File: config.mk
export PLATFORM = sky130hd
export DESIGN_NAME = onewire_slot_receiver
export DESIGN_NICKNAME = d
export VERILOG_FILES = /design/src/rtl/onewire_slot_receiver.sv
export SDC_FILE = /design/constraint.sdc
export NUM_CORES = 1
export LEC_CHECK = 0
export BUFFER_PORTS_ARGS = -buffer_cell sky130_fd_sc_hd__buf_2
export CAP_MARGIN = 20
export CORE_ASPECT_RATIO = 0.8
export CORE_MARGIN = 1.5
export CORE_UTILIZATION = 60
export CTS_BUF_LIST = sky130_fd_sc_hd__clkbuf_2
export CTS_CLUSTER_SIZE = 16
export DETAILED_ROUTE_END_ITERATION = 8
export PLACE_DENSITY_LB_ADDON = 0.15
export SYNTH_ARGS = -nofsm -noshare
export SYNTH_HDL_FRONTEND = slang
export SYNTH_SLANG_ARGS = --single-unit
export TNS_END_PERCENT = 1
File: constraint.sdc
create_clock -name clk -period 7 [get_ports clk]
set_input_delay 1.75 -clock clk [delete_from_list [all_inputs] [get_ports clk]]
set_output_delay 1.75 -clock clk [all_outputs]
set_load 0.01 [all_outputs]
File: src/rtl/onewire_slot_receiver.sv
// onewire_slot_receiver: 1-Wire slave write-slot receiver.
// Decodes master write slots into bytes (LSB first) once the presence reply
// is done (en_rx), and flags reset-length bus lows back to the sequencer.
// Optional feature macro: ONEWIRE_RX_GLITCH_FILTER_EN (a slot starts only
// after two consecutive low samples; single-cycle lows are ignored).
// The block only observes the bus; it never drives it.
module onewire_slot_receiver #(
    parameter int SAMPLE_POINT = 30,
    parameter int RESET_MIN    = 480,
    parameter int CNT_W        = 10
) (
    input  logic       clk,
    input  logic       rst_n,
    input  logic       bus,
    input  logic       en_rx,
    output logic [7:0] rx_byte,
    output logic       rx_valid,
    output logic       reset_seen,
    output logic       busy
);

    typedef enum logic [1:0] {
        IDLE      = 2'd0,
        WAIT_FALL = 2'd1,
        SAMPLE    = 2'd2,
        WAIT_HIGH = 2'd3
    } state_t;

    localparam logic [CNT_W-1:0] SAMPLE_CNT = CNT_W'(SAMPLE_POINT);
    localparam logic [CNT_W-1:0] RESET_CNT  = CNT_W'(RESET_MIN);

    // Synchronizer and edge-history flops; all idle high.
    logic bus_meta_q;
    logic bus_s_q;
    logic bus_prev_q;
`ifdef ONEWIRE_RX_GLITCH_FILTER_EN
    logic bus_prev2_q;
`endif

    state_t           state_q, state_d;
    logic [CNT_W-1:0] cnt_q, cnt_d;
    logic [2:0]       bit_cnt_q, bit_cnt_d;
    logic [7:0]       shift_q, shift_d;
    logic [7:0]       rx_byte_q, rx_byte_d;
    logic             rx_valid_q, rx_valid_d;
    logic             reset_seen_q, reset_seen_d;
    logic             busy_q, busy_d;

    logic             slot_start;
    logic [CNT_W-1:0] start_cnt;
    logic [CNT_W-1:0] cnt_inc;

    // Two-flop synchronizer plus history of the synchronized level.
    always_ff @(posedge clk) begin
        if (!rst_n) begin
            bus_meta_q  <= 1'b1;
            bus_s_q     <= 1'b1;
            bus_prev_q  <= 1'b1;
`ifdef ONEWIRE_RX_GLITCH_FILTER_EN
            bus_prev2_q <= 1'b1;
`endif
        end else begin
            bus_meta_q  <= bus;
            bus_s_q     <= bus_meta_q;
            bus_prev_q  <= bus_s_q;
`ifdef ONEWIRE_RX_GLITCH_FILTER_EN
            bus_prev2_q <= bus_prev_q;
`endif
        end
    end

    // Slot start detection; the filtered variant starts one cycle later and
    // preloads the counter one higher so the sample point stays put.
    always_comb begin
`ifdef ONEWIRE_RX_GLITCH_FILTER_EN
        slot_start = bus_prev2_q & ~bus_prev_q & ~bus_s_q;
        start_cnt  = CNT_W'(2);
`else
        slot_start = bus_prev_q & ~bus_s_q;
        start_cnt  = CNT_W'(1);
`endif
        cnt_inc = (cnt_q == RESET_CNT) ? cnt_q : cnt_q + 1'b1;
    end

    // Next-state and datapath logic for the slot decoder.
    always_comb begin
        state_d      = state_q;
        cnt_d        = cnt_q;
        bit_cnt_d    = bit_cnt_q;
        shift_d      = shift_q;
        rx_byte_d    = rx_byte_q;
        rx_valid_d   = 1'b0;
        reset_seen_d = 1'b0;
        if (!en_rx) begin
            state_d   = IDLE;
            cnt_d     = '0;
            bit_cnt_d = '0;
            shift_d   = '0;
        end else begin
            case (state_q)
                IDLE: begin
                    cnt_d     = '0;
                    bit_cnt_d = '0;
                    shift_d   = '0;
                    state_d   = WAIT_FALL;
                end
                WAIT_FALL: begin
                    if (slot_start) begin
                        cnt_d   = start_cnt;
                        state_d = SAMPLE;
                    end
                end
                SAMPLE: begin
                    cnt_d = cnt_inc;
                    if (cnt_q == SAMPLE_CNT) begin
                        shift_d   = {bus_s_q, shift_q[7:1]};
                        bit_cnt_d = bit_cnt_q + 3'd1;
                        if (bit_cnt_q == 3'd7) begin
                            rx_byte_d  = {bus_s_q, shift_q[7:1]};
                            rx_valid_d = 1'b1;
                        end
                        state_d = bus_s_q ? WAIT_FALL : WAIT_HIGH;
                    end
                end
                WAIT_HIGH: begin
                    if (cnt_q == RESET_CNT) begin
                        reset_seen_d = 1'b1;
                        bit_cnt_d    = '0;
                        shift_d      = '0;
                        state_d      = WAIT_FALL;
                    end else if (bus_s_q) begin
                        state_d = WAIT_FALL;
                    end else begin
                        cnt_d = cnt_inc;
                    end
                end
                default: state_d = IDLE;
            endcase
        end
        busy_d = (state_d == SAMPLE) || (state_d == WAIT_HIGH);
    end

    // State, datapath and registered outputs.
    always_ff @(posedge clk) begin
        if (!rst_n) begin
            state_q      <= IDLE;
            cnt_q        <= '0;
            bit_cnt_q    <= '0;
            shift_q      <= '0;
            rx_byte_q    <= '0;
            rx_valid_q   <= 1'b0;
            reset_seen_q <= 1'b0;
            busy_q       <= 1'b0;
        end else begin
            state_q      <= state_d;
            cnt_q        <= cnt_d;
            bit_cnt_q    <= bit_cnt_d;
            shift_q      <= shift_d;
            rx_byte_q    <= rx_byte_d;
            rx_valid_q   <= rx_valid_d;
            reset_seen_q <= reset_seen_d;
            busy_q       <= busy_d;
        end
    end

    assign rx_byte    = rx_byte_q;
    assign rx_valid   = rx_valid_q;
    assign reset_seen = reset_seen_q;
    assign busy       = busy_q;

endmodule

After elaboration in Yosys (flattened, before gate mapping)
Index checks and enable logic that the tools add are counted.
{"block": "classes", "n_addsub": 2, "bitwise_logic": 2, "n_reduce_logical": 9, "eq_ne": 13, "n_mux": 20}
{"op": "$mux 10", "n": 4}
{"op": "$pmux 10 s4", "n": 1}
{"op": "$pmux 8 s3", "n": 1}
{"op": "$mux 8", "n": 2}
{"op": "$mux 2", "n": 6}
{"op": "$add 10x1->10 const B", "n": 1}
{"op": "$eq 10x5->1 const B", "n": 1}
{"op": "$eq 10x9->1 const B", "n": 1}
{"op": "$ne 2x2->1 const B", "n": 5}
{"op": "$pmux 3 s3", "n": 1}
{"op": "$reduce_and 3->1", "n": 3}
{"op": "$eq 2x2->1 const B", "n": 4}
{"op": "$pmux 2 s4", "n": 1}
{"op": "$reduce_and 4->1", "n": 2}
{"op": "$mux 3", "n": 2}
{"op": "$add 3x1->3 const B", "n": 1}
{"op": "$eq 3x3->1 const B", "n": 1}
{"op": "$reduce_bool 3->1", "n": 1}
{"op": "$eq 2x1->1 const B", "n": 1}
{"op": "$logic_not 2->1", "n": 1}
{"op": "$mux 1", "n": 2}
{"op": "$reduce_and 2->1", "n": 1}
{"op": "$and 1x1->1", "n": 1}
{"op": "$logic_or 1x1->1", "n": 1}
{"op": "$not 1->1", "n": 1}
{"block": "totals", "wordCells": 57, "regBits": 37, "inputBits": 4}

Logic depth before layout (Yosys ltp)
{"block": "logic_depth", "word_depth": 7, "depth_mapped": 7, "mapped_depth_nobuf": 6}

Least setup slack after synthesis
No wires, ideal clock.
{"block": "synth_path", "path_kind": "input-to-reg", "from": "input port rst_n", "to": "register bit_cnt_q[1]", "path_stages": 4, "n_path_buf": 0, "arrival_ns": 2.588, "slack_ns": 4.352, "path_cell_list": "and2_1 -> o41ai_1 -> a21oi_1 -> a22o_1"}
{"block": "synth_between", "elab_chain_cells": 1}
{"item": "from (decl)", "line": "13", "source": "input logic rst_n,"}
{"item": "$reduce_and 2->1 (no line)"}
{"item": "to (signal assigned)", "line": "157", "source": "bit_cnt_q <= bit_cnt_d;"}
{"item": "to (decl)", "line": "42", "source": "logic [2:0] bit_cnt_q, bit_cnt_d;"}
Every way passes these cells.
A chain may end at the register's enable or synchronous reset.

Final worst setup path
{"block": "layout_path", "from": "input port rst_n", "to": "register shift_q[2]"}
{"block": "layout_between", "elab_chain_cells": 1}
{"item": "$reduce_and 2->1 (no line)"}
{"item": "to (signal assigned)", "line": "158", "source": "shift_q <= shift_d;"}
{"item": "to (decl)", "line": "43", "source": "logic [7:0] shift_q, shift_d;"}
Every way passes these cells.

==> flow_summary.html <==
<table>
<tr><th>Metric</th><th>Value</th></tr>
<tr><th colspan="2">Status</th></tr>
<tr><td>Status</td><td>finished, final reports clean</td></tr>
<tr><th colspan="2">Layout</th></tr>
<tr><td>Final design utilization</td><td>68.5%</td></tr>
<tr><td>Area overhead of the layout relative to synthesis</td><td>8.35%</td></tr>
<tr><td>Final cell count without fillers</td><td>around 220</td></tr>
<tr><td>Fraction of layout cells with a size suffix above 1</td><td>14.4%</td></tr>
<tr><td>Highest-count cells in the layout ignoring fill and taps</td><td>36 x sky130_fd_sc_hd__dfxtp_1, 23 x sky130_fd_sc_hd__nand2_1, 14 x sky130_fd_sc_hd__buf_2</td></tr>
<tr><td>Most common library cell in the layout ignoring fill and taps</td><td>sky130_fd_sc_hd__dfxtp_1</td></tr>
<tr><td>Number of antenna cells inserted</td><td>0</td></tr>
<tr><td>Net count, final</td><td>between 150 and 200</td></tr>
<tr><td>Fill cell total of the finished layout</td><td>220</td></tr>
<tr><th colspan="2">Placed design</th></tr>
<tr><td>Dpl hpwl</td><td>~2.3 mm</td></tr>
<tr><td>Placed cells</td><td>~210</td></tr>
<tr><td>PortBufs</td><td>14</td></tr>
<tr><td>Routability Congestion</td><td>between 0.8 and 0.9</td></tr>
<tr><th colspan="2">Route</th></tr>
<tr><td>Mean number of vias per cell</td><td>5.92</td></tr>
<tr><td>Total DRC errors in the routed layout</td><td>0</td></tr>
<tr><td>Antenna Nets Post-Route</td><td>0</td></tr>
<tr><td>Iteration count of the initial detailed-routing pass</td><td>4</td></tr>
<tr><td>WL per Instance</td><td>14.2 µm</td></tr>
<tr><td>Detailed router's first-iteration violation count</td><td>between 80 and 90</td></tr>
<tr><td>Number of vias in the routed layout</td><td>1284</td></tr>
<tr><td>Total wire length</td><td>between 3 and 4 mm</td></tr>
<tr><th colspan="2">Power</th></tr>
<tr><td>Lkg Pwr</td><td>approximately 0.62 nW</td></tr>
<tr><td>Worst IR Drop VDD</td><td>0.135 mV</td></tr>
<tr><td>Pwr per Cell Area</td><td>between 150 and 200 nW/µm²</td></tr>
<tr><th colspan="2">Floorplanning</th></tr>
<tr><td>Core area</td><td>between 2000 and 2500 µm²</td></tr>
<tr><td>Die area</td><td>2910 µm²</td></tr>
<tr><td>Overall die width</td><td>roughly 60 µm</td></tr>
<tr><td>Die H</td><td>a little under 50 µm</td></tr>
<tr><td>Number of rows created at floorplan</td><td>16</td></tr>
<tr><td>Boundary pin count</td><td>15</td></tr>
<tr><td>Initial standard-cell utilization of the core</td><td>~63%</td></tr>
<tr><th colspan="2">Critical path</th></tr>
<tr><td>Signal arrival time at the worst endpoint</td><td>roughly 3.2 ns</td></tr>
<tr><td>Critical register-to-register path startpoint</td><td>cnt_q[0]</td></tr>
<tr><td>Capturing element type of the critical path</td><td>flop</td></tr>
<tr><td>Worst path slowest cell</td><td>sky130_fd_sc_hd__a21oi_1</td></tr>
<tr><td>Startpoint type of the worst setup path</td><td>input port</td></tr>
<tr><td>Required time of the critical path</td><td>around 7.3 ns</td></tr>
<tr><td>Worst setup slack for register-to-register paths</td><td>4.53 ns</td></tr>
<tr><td>Longest individual stage delay on the worst path</td><td>about 0.54 ns</td></tr>
<tr><td>Cell breakdown of the critical path</td><td>buf_2 &gt; and2_1 &gt; o41ai_1 &gt; a21oi_1 &gt; a22o_1</td></tr>
<tr><td>Critical Path Fanout Max</td><td>22</td></tr>
<tr><td>Worst setup path startpoint</td><td>rst_n</td></tr>
<tr><td>Critical path type</td><td>input port to flop</td></tr>
<tr><th colspan="2">Min path</th></tr>
<tr><td>Startpoint of the lowest-slack hold path</td><td>bus_meta_q</td></tr>
<tr><td>Worst hold path type</td><td>flop to flop</td></tr>
<tr><th colspan="2">Synthesis</th></tr>
<tr><td>Post-Synth Simple-Gate Area</td><td>a little over a fifth</td></tr>
<tr><td>Portion of netlist area occupied by mux cells</td><td>about 5.1%</td></tr>
<tr><td>Async set-reset flop share out of synthesis</td><td>0%</td></tr>
<tr><td>Post-synthesis sequential area ratio</td><td>a little under half</td></tr>
<tr><td>Nets in the synthesized netlist</td><td>about 170</td></tr>
<tr><td>Seq cells post-synth</td><td>36</td></tr>
<tr><td>Synthesized area divided by synthesized cell count</td><td>about 9.5 µm²</td></tr>
<tr><td>Largest family of logic cells by synthesized area</td><td>simple AND/OR/NAND/NOR gates</td></tr>
<tr><td>Count of cell types in the netlist</td><td>38</td></tr>
<tr><td>Number of warnings reported in the yosys synthesis log</td><td>0</td></tr>
<tr><td>Number of flops mapped to enable cells by yosys</td><td>0</td></tr>
<tr><td>Synthesized netlist cell count</td><td>around 160</td></tr>
<tr><td>Post-synthesis instance area</td><td>1560 µm²</td></tr>
<tr><td>Share of synthesized cell area in full adder, half adder and majority cells</td><td>4.02%</td></tr>
<tr><td>Most instantiated flip-flop cell in the synthesis netlist</td><td>sky130_fd_sc_hd__dfxtp_1</td></tr>
<tr><td>Fraction of synthesized cell area in xor and xnor cells</td><td>1.12%</td></tr>
<tr><td>Share of the synthesized area in compound gates (AO/OA/AOI/OAI)</td><td>~18%</td></tr>
<tr><th colspan="2">STA</th></tr>
<tr><td>RSZ-0062 raised after global routing</td><td>false</td></tr>
<tr><td>Highest Clock Rate</td><td>~0.35 GHz</td></tr>
<tr><td>Worst relative slew slack</td><td>49.0%</td></tr>
<tr><td>Total setup violations reported at the end of the flow</td><td>0</td></tr>
<tr><td>Final Max Slew Viols</td><td>0</td></tr>
<tr><td>Final worst-path cycle share</td><td>between 40% and 50%</td></tr>
<tr><td>Number of hold violations in the final report</td><td>0</td></tr>
<tr><td>Total negative setup slack</td><td>0 ns</td></tr>
<tr><td>Period minus WS final</td><td>about 2.9 ns</td></tr>
<tr><td>Slew of the pin with the lowest slew margin</td><td>0.759 ns</td></tr>
<tr><td>Largest clock skew in the final design</td><td>about 0.019 ns</td></tr>
<tr><th colspan="2">GRT</th></tr>
<tr><td>Total routing usage reported by global routing</td><td>between 20% and 30%</td></tr>
<tr><td>GRT overflow</td><td>0</td></tr>
<tr><td>First-pass GRT wire length</td><td>just over 5 mm</td></tr>
<tr><td>Largest net degree at the start of global routing</td><td>23</td></tr>
<tr><td>Antenna violations before repair</td><td>0</td></tr>
<tr><td>Number of global-route vias before repair</td><td>approximately 1100</td></tr>
<tr><th colspan="2">Clock tree</th></tr>
<tr><td>Postcts setup bufs</td><td>0</td></tr>
<tr><td>Total number of clock tree sinks</td><td>36</td></tr>
<tr><td>Clock latency on the worst-skew pair</td><td>around 0.39 ns</td></tr>
<tr><td>TritonCTS Buffers</td><td>5</td></tr>
<tr><td>Clock transition at the registers of the reported paths</td><td>0.17 ns</td></tr>
<tr><td>Clock Tree Root</td><td>sky130_fd_sc_hd__clkbuf_2</td></tr>
<tr><td>Total number of H-tree levels</td><td>2</td></tr>
<tr><td>Hold Buf Count CTS</td><td>0</td></tr>
<tr><td>CTS tree</td><td>done</td></tr>
<tr><td>Maximum root-to-sink buffer count</td><td>2</td></tr>
<tr><td>Post-CTS Resized</td><td>0</td></tr>
<tr><th colspan="2">Job</th></tr>
<tr><td>Max-cap violation count</td><td>0</td></tr>
</table>
==> critical path: cells and delay by family <==
| family | cells | cell delay, ns |
|---|---|---|
| buffers and inverters | 1 | 0.31 |
| AO/OA/AOI/OAI | 3 | 0.90 |
| AND/OR/NAND/NOR | 1 | 0.27 |
==> report_power, final <==
group / total (mW) / internal (mW) / leakage (nW) / switching [mW]
logic: 0.00978 / 0.00315 / 0.294 / 0.00662
clock network: 0.0895 / 0.0223 / 0.0302 / 0.0671
registers: 0.208 / 0.206 / 0.291 / 0.00155
total: 0.307 / 0.232 / 0.615 / 0.0753
==> synth_stat cells, types with 2 or more instances <==
cell type,instances,area (µm²)
sky130_fd_sc_hd__nor4_1,3,18.8
sky130_fd_sc_hd__nor3_1,2,10.0
sky130_fd_sc_hd__ha_1,5,62.6
sky130_fd_sc_hd__and2_1,2,12.5
sky130_fd_sc_hd__nand2b_1,4,25.0
sky130_fd_sc_hd__a21oi_1,12,60.1
sky130_fd_sc_hd__or4_1,8,60.1
sky130_fd_sc_hd__nand2_1,23,86.3
sky130_fd_sc_hd__o31ai_1,6,45.0
sky130_fd_sc_hd__o21ai_0,2,10.0
sky130_fd_sc_hd__a22o_1,9,78.8
sky130_fd_sc_hd__nand4_1,4,25.0
sky130_fd_sc_hd__xnor2_1,2,17.5
sky130_fd_sc_hd__nor2b_1,2,12.5
sky130_fd_sc_hd__inv_1,7,26.3
sky130_fd_sc_hd__nand3_1,2,10.0
sky130_fd_sc_hd__o41ai_1,2,17.5
sky130_fd_sc_hd__mux2i_1,8,80.1
sky130_fd_sc_hd__nor2_1,4,15.0
sky130_fd_sc_hd__clkbuf_1,4,15.0
sky130_fd_sc_hd__dfxtp_1,36,721
==> routing by layer <==
| metal | GRT usage, % | vias to the layer above | wire length, µm |
|---|---|---|---|
| li1 | - | 634 | - |
| met1 | 39.0 | 606 | 1550 |
| met2 | 28.1 | 42 | 1260 |
| met3 | 8.82 | 2 | 247 |
| met4 | 7.04 | 0 | 19 |
| met5 | 0 | - | 0 |
==> layout make-up <==
cell class	instances	area (µm²)	share of cell area, %
clock buffers	5	25.0	1.48
clock inverters	3	13.8	0.815
inverters	7	26.3	1.56
multi-input cells	115	779	46.2
flip-flops and latches	36	721	42.7
well taps	36	45.0	2.67
repair buffers	15	77.6	4.60
==> through the flow <==
stage	hold WS (ns)	setup slack, ns	cell area (µm²)	total power, mW
floorplan	0.386	4.35	1560	0.219
global placement	0.392	3.86	1650	0.221
detailed placement	0.404	3.75	1650	0.222
CTS	0.441	4.16	1690	0.310
global route	0.468	4.01	1690	0.319
finish	0.436	4.12	1690	0.307
==> kinds of logic after synthesis <==
logic type / after synthesis
AND/OR/NAND/NOR: 61
AO/OA/AOI/OAI: 39
flip-flops: 36
buffers and inverters: 13
multiplexers: 8
adder cells (fa/ha/maj): 5
XOR/XNOR: 2
==> final timing paths <==
kind,end,cells past startpoint
setup / recovery,shift_q[2],5
hold / removal,bus_s_q,1
setup reg to reg,rx_byte[4],6
hold reg to reg,bus_s_q,1
==> flip-flops by register name (all words and copies together) (netlist names) <==
signal and count:
state_q 2, bit_cnt_q 3, bus_meta_q 1, rx_valid 1, bus_prev_q 1, bus_s_q 1, reset_seen 1, cnt_q 10
rx_byte 8, shift_q 7, busy 1
Power figures use the tool's default switching activity.
